**src/rtl/mcm_pipe.sv**
```systemverilog
// mcm_pipe: two-stage shift-and-add multiple-constant multiplier with per-product saturation
// and valid/ready flow control.
module mcm_pipe #(
    parameter int IN_W  = 8,
    parameter int OUT_W = 16,
    parameter int LANES = 4
) (
    input  logic                       clk,
    input  logic                       rst_n,
    input  logic                       in_valid,
    output logic                       in_ready,
    input  logic [LANES*IN_W-1:0]      in_x,
    input  logic                       flush,
    output logic                       out_valid,
    input  logic                       out_ready,
    output logic [LANES*13*OUT_W-1:0]  out_y,
    output logic                       out_sat
);
    localparam int W = IN_W + 6;
    localparam int E = (W > OUT_W ? W : OUT_W) + 1;
    localparam logic signed [E-1:0] SAT_HI = {{(E-OUT_W+1){1'b0}}, {(OUT_W-1){1'b1}}};
    localparam logic signed [E-1:0] SAT_LO = ~SAT_HI;

    logic                       r_live, r_v1, r_v2, r_sat;
    logic [LANES*13*OUT_W-1:0]  r_y;
    logic [LANES*13*OUT_W-1:0]  w_y;
    logic [LANES*13-1:0]        w_clip;
    logic                       w_adv2, w_acc;

    assign w_adv2    = !r_v2 || out_ready;
    // r_live keeps in_ready low until the first edge after reset release
    assign in_ready  = r_live && !flush && (!r_v1 || w_adv2);
    assign w_acc     = in_valid && in_ready;
    assign out_valid = r_v2;
    assign out_y     = r_y;
    assign out_sat   = r_sat;

    genvar l, k;
    generate
        for (l = 0; l < LANES; l++) begin : g_lane
            logic signed [W-1:0] w_x;
            logic signed [W-1:0] r_m [7];
            logic signed [W-1:0] w_p [13];
            assign w_x = signed'(W'(in_x[l*IN_W +: IN_W]));
            // r_m holds x, 2x, 3x, 4x, 5x, 8x, 16x
            always_ff @(posedge clk or negedge rst_n) begin
                if (!rst_n) begin
                    r_m <= '{default: '0};
                end else if (w_acc) begin
                    r_m[0] <= w_x;
                    r_m[1] <= w_x <<< 1;
                    r_m[2] <= w_x + (w_x <<< 1);
                    r_m[3] <= w_x <<< 2;
                    r_m[4] <= w_x + (w_x <<< 2);
                    r_m[5] <= w_x <<< 3;
                    r_m[6] <= w_x <<< 4;
                end
            end
            always_comb begin
                w_p[0]  = -r_m[0];
                w_p[1]  = -r_m[2];
                w_p[2]  = -r_m[4];
                w_p[3]  = -r_m[3];
                w_p[4]  = -r_m[1];
                w_p[5]  = r_m[6] - r_m[0];
                w_p[6]  = r_m[6] - r_m[2];
                w_p[7]  = r_m[5] + r_m[2];
                w_p[8]  = r_m[5] + r_m[0];
                w_p[9]  = r_m[5] - r_m[0];
                w_p[10] = r_m[4];
                w_p[11] = r_m[2];
                w_p[12] = r_m[0];
            end
            for (k = 0; k < 13; k++) begin : g_coef
                logic signed [E-1:0] w_e;
                assign w_e = E'(w_p[k]);
                assign w_clip[l*13+k] = (w_e > SAT_HI) || (w_e < SAT_LO);
                assign w_y[(l*13+k)*OUT_W +: OUT_W] = (w_e > SAT_HI) ? SAT_HI[OUT_W-1:0] :
                                                      (w_e < SAT_LO) ? SAT_LO[OUT_W-1:0] :
                                                      w_e[OUT_W-1:0];
            end
        end
    endgenerate

    always_ff @(posedge clk or negedge rst_n) begin
        if (!rst_n) begin
            r_live <= 1'b0;
            r_v1   <= 1'b0;
            r_v2   <= 1'b0;
            r_y    <= '0;
            r_sat  <= 1'b0;
        end else begin
            r_live <= 1'b1;
            if (flush) begin
                r_v1 <= 1'b0;
                r_v2 <= 1'b0;
            end else begin
                if (w_adv2) begin
                    r_v2 <= r_v1;
                    if (r_v1) begin
                        r_y   <= w_y;
                        r_sat <= |w_clip;
                    end
                end
                if (!r_v1 || w_adv2) r_v1 <= w_acc;
            end
        end
    end
endmodule

```
**config.mk**
```make
export PLATFORM = sky130hd
export DESIGN_NAME = mcm_pipe
export DESIGN_NICKNAME = d
export VERILOG_FILES = /design/src/rtl/mcm_pipe.sv
export SDC_FILE = /design/constraint.sdc
export NUM_CORES = 1
export LEC_CHECK = 0
export CAP_MARGIN = 10
export CORE_AREA = 3 3 342 344
export CTS_CLUSTER_SIZE = 40
export DETAILED_ROUTE_END_ITERATION = 10
export DIE_AREA = 0 0 345 347
export GPL_TIMING_DRIVEN = 0
export HOLD_SLACK_MARGIN = 0.03
export PLACE_DENSITY_LB_ADDON = 0.3
export SLEW_MARGIN = 40
export SYNTH_ARGS = -nofsm -noshare
export SYNTH_HDL_FRONTEND = slang
export SYNTH_SLANG_ARGS = --single-unit
```
**constraint.sdc**
```tcl
create_clock -name clk -period 3.65 [get_ports clk]
set_input_delay 0.365 -clock clk [delete_from_list [all_inputs] [get_ports clk]]
set_output_delay 0.365 -clock clk [all_outputs]
set_load 0.05 [all_outputs]
```
# Word-level counts from Yosys, hierarchy flattened
# Cells that the tools add are included.
[op_classes]
mux = 108
n_lt_le_gt_ge = 104
n_bitwise = 1
addsub = 48
n_reduce_logical = 64
[ops]
columns = ["cell", "count"]
rows = [
  ["16-bit 2-to-1 mux", 104],
  ["14-bit by 16-bit greater-than comparator with 1-bit output, second input constant", 20],
  ["14-bit by 16-bit less-than comparator with 1-bit output, second input constant", 20],
  ["13-bit by 16-bit less-than comparator with 1-bit output, second input constant", 16],
  ["13-bit by 16-bit greater-than comparator with 1-bit output, second input constant", 8],
  ["12-bit by 16-bit less-than comparator with 1-bit output, second input constant", 8],
  ["12-bit by 15-bit greater-than comparator with 1-bit output, second input constant", 8],
  ["10-bit negator with 14-bit output", 8],
  ["12-bit by 16-bit greater-than comparator with 1-bit output, second input constant", 4],
  ["11-bit by 16-bit less-than comparator with 1-bit output, second input constant", 4],
  ["9-bit by 16-bit less-than comparator with 1-bit output, second input constant", 4],
  ["10-bit by 15-bit greater-than comparator with 1-bit output, second input constant", 4],
  ["11-bit by 15-bit greater-than comparator with 1-bit output, second input constant", 4],
  ["8-bit by 15-bit greater-than comparator with 1-bit output, second input constant", 4],
  ["11-bit negator with 14-bit output", 4],
  ["8-bit negator with 14-bit output", 4],
  ["9-bit negator with 14-bit output", 4],
  ["1-bit logical OR", 54],
  ["52-bit OR reduction", 1],
  ["12-bit by 10-bit subtractor with 13-bit output", 4],
  ["12-bit by 8-bit subtractor with 13-bit output", 4],
  ["11-bit by 10-bit adder with 12-bit output", 4],
  ["11-bit by 8-bit adder with 12-bit output", 4],
  ["11-bit by 8-bit subtractor with 12-bit output", 4],
  ["other kinds (8)", 22],
]
[totals]
out_inout_bits = 835
inputBits = 37
regBits = 952
word_cells = 342

# Longest topological paths before layout
[depth]
ltp_word = 7
depth_mapped = 10
depth_no_buf = 9

# Least setup slack after synthesis
# Ideal clock, no wire load.
[synth_timing]
path_kind = "reg-to-reg"
from = "register r_v2, in the netlist out_valid"
to = "register g_lane[0].r_m, in the netlist g_lane[0].g_coef[11].w_e[9]"
slack_ns = 1.040
stages_incl_launch_ff = 8
path_buffers = 1
required_ns = 3.524
setup_time_ns = 0.126
period_less_slack_ns = 2.610
t_arrival_ns = 2.484
cell_sequence = "dfrtp_1 -> nor2b_4 -> a21oi_1 -> nand2_1 -> clkbuf_1 -> or3_1 -> o21ai_0 -> a21oi_1"
[synth_between]
elab_chain_cells = 5
[synth_lines]
columns = ["item", "line", "text"]
rows = [
  ["from (decl)", "24", "logic r_live, r_v1, r_v2, r_sat;"],
  ["from (signal assigned)", "99", "r_v2 <= r_v1;"],
  ["1-bit logical NOT", "30", "assign w_adv2 = !r_v2 || out_ready;"],
  ["1-bit logical OR", "30", ""],
  ["1-bit logical OR", "32", "assign in_ready = r_live && !flush && (!r_v1 || w_adv2);"],
  ["1-bit logical AND", "32", ""],
  ["named net in_ready", "11", "output logic in_ready,"],
  ["1-bit logical AND", "33", "assign w_acc = in_valid && in_ready;"],
  ["to (decl)", "42", "logic signed [W-1:0] r_m [7];"],
]
# The timed path passes the listed nets, and every way through them passes these cells.
# A chain may end at the register's enable or synchronous reset.

# Final worst setup path
[layout_timing]
from = "register r_v2, in the netlist out_valid"
to = "register r_y[791], in the netlist out_y[791]"
[layout_between]
elab_chain_cells = 3
[layout_lines]
columns = ["item", "line", "text"]
rows = [
  ["1-bit logical NOT", "30", ""],
  ["1-bit logical OR", "30", ""],
  ["3-bit AND reduction (no line)", "-", ""],
  ["to (signal assigned)", "101", "r_y <= w_y;"],
  ["to (decl)", "25", "logic [LANES*13*OUT_W-1:0] r_y;"],
]
# No other way between the ends.

==> results.sh <==
export IMPL_status="completed"
export IMPL_cp_required_ps=4220
export IMPL_max_cap_violations=0
export IMPL_num_io_pins=872
export IMPL_ys_async_sr_fraction_pct=100.0
export IMPL_die_area_um2=119700
export IMPL_rows=124
export IMPL_synth_edff_count=0
export IMPL_yosys_area_top_type_share_pct=43.25
export IMPL_ys_seq_area_share_pct=43.25
export IMPL_crit_type="flip-flop to flip-flop"
export IMPL_swShare_pct=48.87
export IMPL_clk_latency_ps=640
export IMPL_netlist_top_cell_by_area="dfrtp_1"
export IMPL_worst_pin_slew_ps=905.4
export IMPL_die_h_um=347
export IMPL_ys_flop_type="dfrtp_1"
export IMPL_period_minus_slack_ps=3340
export IMPL_cts_root_buf="clkbuf_16"
export IMPL_slew_headroom_pct=39.64
export IMPL_power_switching_uw=18280
export IMPL_hold_viol=0
export IMPL_antenna_left=0
export IMPL_drive_above_1_share_pct=14.51
export IMPL_grt_max_degree=69
export IMPL_core_um2=114200
export IMPL_grt_ovfl_total=0
export IMPL_cp_data_arrival_time_ps=3910
export IMPL_drc=0
export IMPL_synth_seq_cells=543
export IMPL_start_util_pct=27.51
export IMPL_dp_hpwl_um=102500
export IMPL_chipWidth_um=345
export IMPL_fin_crit_sh_pct=91.50
export IMPL_htree_num_levels=3
export IMPL_skew_ps=22.69
export IMPL_routed_wl_um=131900
export IMPL_grt_pass1_vias=27260
export IMPL_power_density_nw_per_um2=849.6
export IMPL_drt_wirelength_per_cell_um=22.10
export IMPL_via_per_inst=4.628
export IMPL_io_buffers=750
export IMPL_top_layer="met5"
export IMPL_finalMaxSlewViolations=0
export IMPL_combinationalPowerShare_pct=55.4
export IMPL_cts_setup_buffers=0
export IMPL_p_leak_uw=0.02012
export IMPL_fin_nets=4621
export IMPL_cts_resized=0
export IMPL_intPower_uw=19130
export IMPL_cts_tree="yes"
export IMPL_track_usage_pct=21.27
export IMPL_critPathCaptureType="flip-flop"
export IMPL_design_area_um2=44030
export IMPL_clock_sinks=543
export IMPL_vdd_ir_drop_max_mv=0.4121
export IMPL_syn_avg_cell_area_um2=9.130
export IMPL_antenna_found_initial=15
export IMPL_wl_met3_um=9300
export IMPL_met2_length_um=63500
export IMPL_areaGrowthSynthToFinish_pct=40.13
export IMPL_fin_cells=5969
export IMPL_wl_met1_um=56060
export IMPL_clk_path_buf_depth=3
export IMPL_rsz0062_at_grt="no"
export IMPL_layout_common_cells="clkdlybuf4s50_1 (748), nand2_1 (649), dfrtp_1 (543)"
export IMPL_netlist_area_um2=31420
export IMPL_ys_warnings_count=0
export IMPL_cp_start_kind="flip-flop"
export IMPL_setup_tns_ps=0
export IMPL_final_common_cell="clkdlybuf4s50_1"
export IMPL_synth_cell_types=76
export IMPL_dr_total_vias=27620
export IMPL_first_iter_violations=1608
export IMPL_dp_cells=5835
export IMPL_fmax_ghz=0.2994
export IMPL_gp_congestion=0.8821
export IMPL_clk_pin_slew_ps=60
export IMPL_critPathMaxFanout=10
export IMPL_synthTopCellsByArea="dfrtp_1 (43%), buf_4 (9.5%), nand2_1 (7.8%)"
export IMPL_hold_class="primary input to asynchronous set/reset pin"
export IMPL_post_dp_cell_area_um2=41630
export IMPL_grt_pass1_wl_um=190400
export IMPL_worst_slack_ps=310.3
export IMPL_seq_power_share_pct=25.4
export IMPL_syn_inst=3441
export IMPL_drt_first_pass_iters=5
export IMPL_pre_cts_ws_ps=-246.4
export IMPL_cts_buffers=69
export IMPL_setup_violations=0
export IMPL_clock_power_share_pct=19.2
## logic make-up after synthesis
kind of cell             Yosys count  share of synthesized area [%]
flip-flops                       543                          43.25
multiplexers                       2                        0.06770
XOR/XNOR                         227                          6.328
other                              2                        0.02390
buffers and inverters            675                          13.18
AND/OR/NAND/NOR                 1008                          14.18
AO/OA/AOI/OAI                    795                          15.06
adder cells (fa/ha/maj)          189                          7.909
## flip-flops by register name, indices dropped and copies added (netlist names)
signal             count
r_v1                   1
out_y                436
out_valid              1
g_lane.g_coef.w_e     80
r_live                 1
g_lane.r_m            24
## layout make-up
cell class                      instances  area (um2)
Clock buffer                           89        1914
Multi-Input combinational cell       2343       14170
Timing Repair Buffer                  763        7840
Clock inverter                         33       420.4
Inverter                              130       488.0
Fill cell                           11510       70160
Tap cell                             1512        1892
Buffer                                545        3682
Antenna cell                           11       27.53
Sequential cell                       543       13590
## layer usage
metal | vias to the layer above | global-route usage (%)
met4 | 2 | 5.537
met1 | 13450 | 27.22
met5 | - | 0
met2 | 1014 | 36.00
met3 | 151 | 5.038
li1 | 13010 | -
## through the flow
stage / hold slack [ps] / power (uW) / util, %
2_1_floorplan: 69.41 / 23060 / -
3_3_place_gp: 456.1 / 30220 / 36.14
3_5_place_dp: 304.9 / 30360 / 36.46
4_1_cts: 202.0 / 37700 / 38.51
5_1_grt: 242.5 / 39160 / 38.54
6_report: 227.7 / 37410 / 38.56
## worst max-delay path, stage by stage, from the launching register on
cell	delay (ps)
dfrtp_1	370
nor2b_4	190
or3b_1	120
clkbuf_1	390
buf_2	470
buf_6	320
buf_2	630
buf_2	550
nand2_1	120
nand2_1	80
## path summary, 6_finish.rpt
kind	from	endpoint	slack, ps	cells after the start
worst max-delay path	out_valid	out_y[791]	310	9
worst max register to register	out_valid	out_y[791]	310	9
worst min register to register	out_y[229]	out_y[229]	470	2
worst min-delay path	rst_n	out_y[583]	230	2
max in group asynchronous	rst_n	out_y[88]	1380	7
min in group clk	flush	out_valid	380	2
## timing repair
action | 4_1_cts | 5_1_grt
hold buffers | 1 | 0
endpoints found under the setup margin | 0 | 0
endpoints found under the hold margin | 93 | 0
## Yosys cell counts, types with 6 or more instances
| library cell | n |
|---|---|
| nor2_1 | 113 |
| nand3_1 | 27 |
| a21o_1 | 41 |
| nor3_1 | 59 |
| clkinv_1 | 7 |
| xor2_1 | 78 |
| xnor2_1 | 149 |
| nand4_1 | 9 |
| clkbuf_1 | 81 |
| or3_1 | 10 |
| nand2_1 | 649 |
| inv_1 | 123 |
| o21a_1 | 55 |
| o21bai_1 | 13 |
| dfrtp_1 | 543 |
| o31ai_1 | 29 |
| and3_1 | 21 |
| nor4_1 | 16 |
| fa_1 | 16 |
| nand2b_1 | 27 |
| a22o_1 | 7 |
| a22oi_1 | 6 |
| buf_4 | 398 |
| nor2b_1 | 27 |
| buf_2 | 58 |
| a21oi_1 | 74 |
| a31oi_1 | 23 |
| ha_1 | 173 |
| and2_1 | 9 |
| o211ai_1 | 12 |
| o21ai_0 | 452 |
| a211oi_1 | 26 |
## power by group through the flow
stage	registers (uW)	clock network, uW	logic (uW)
final	9510	7180	20700
after global routing	9760	7590	21800
after CTS	9520	7360	20800
after detailed placement	9610	0	20800
after global placement	9590	0	20600
after floorplan	14400	0	8660
No activity file was read; power rests on OpenSTA's default activity.
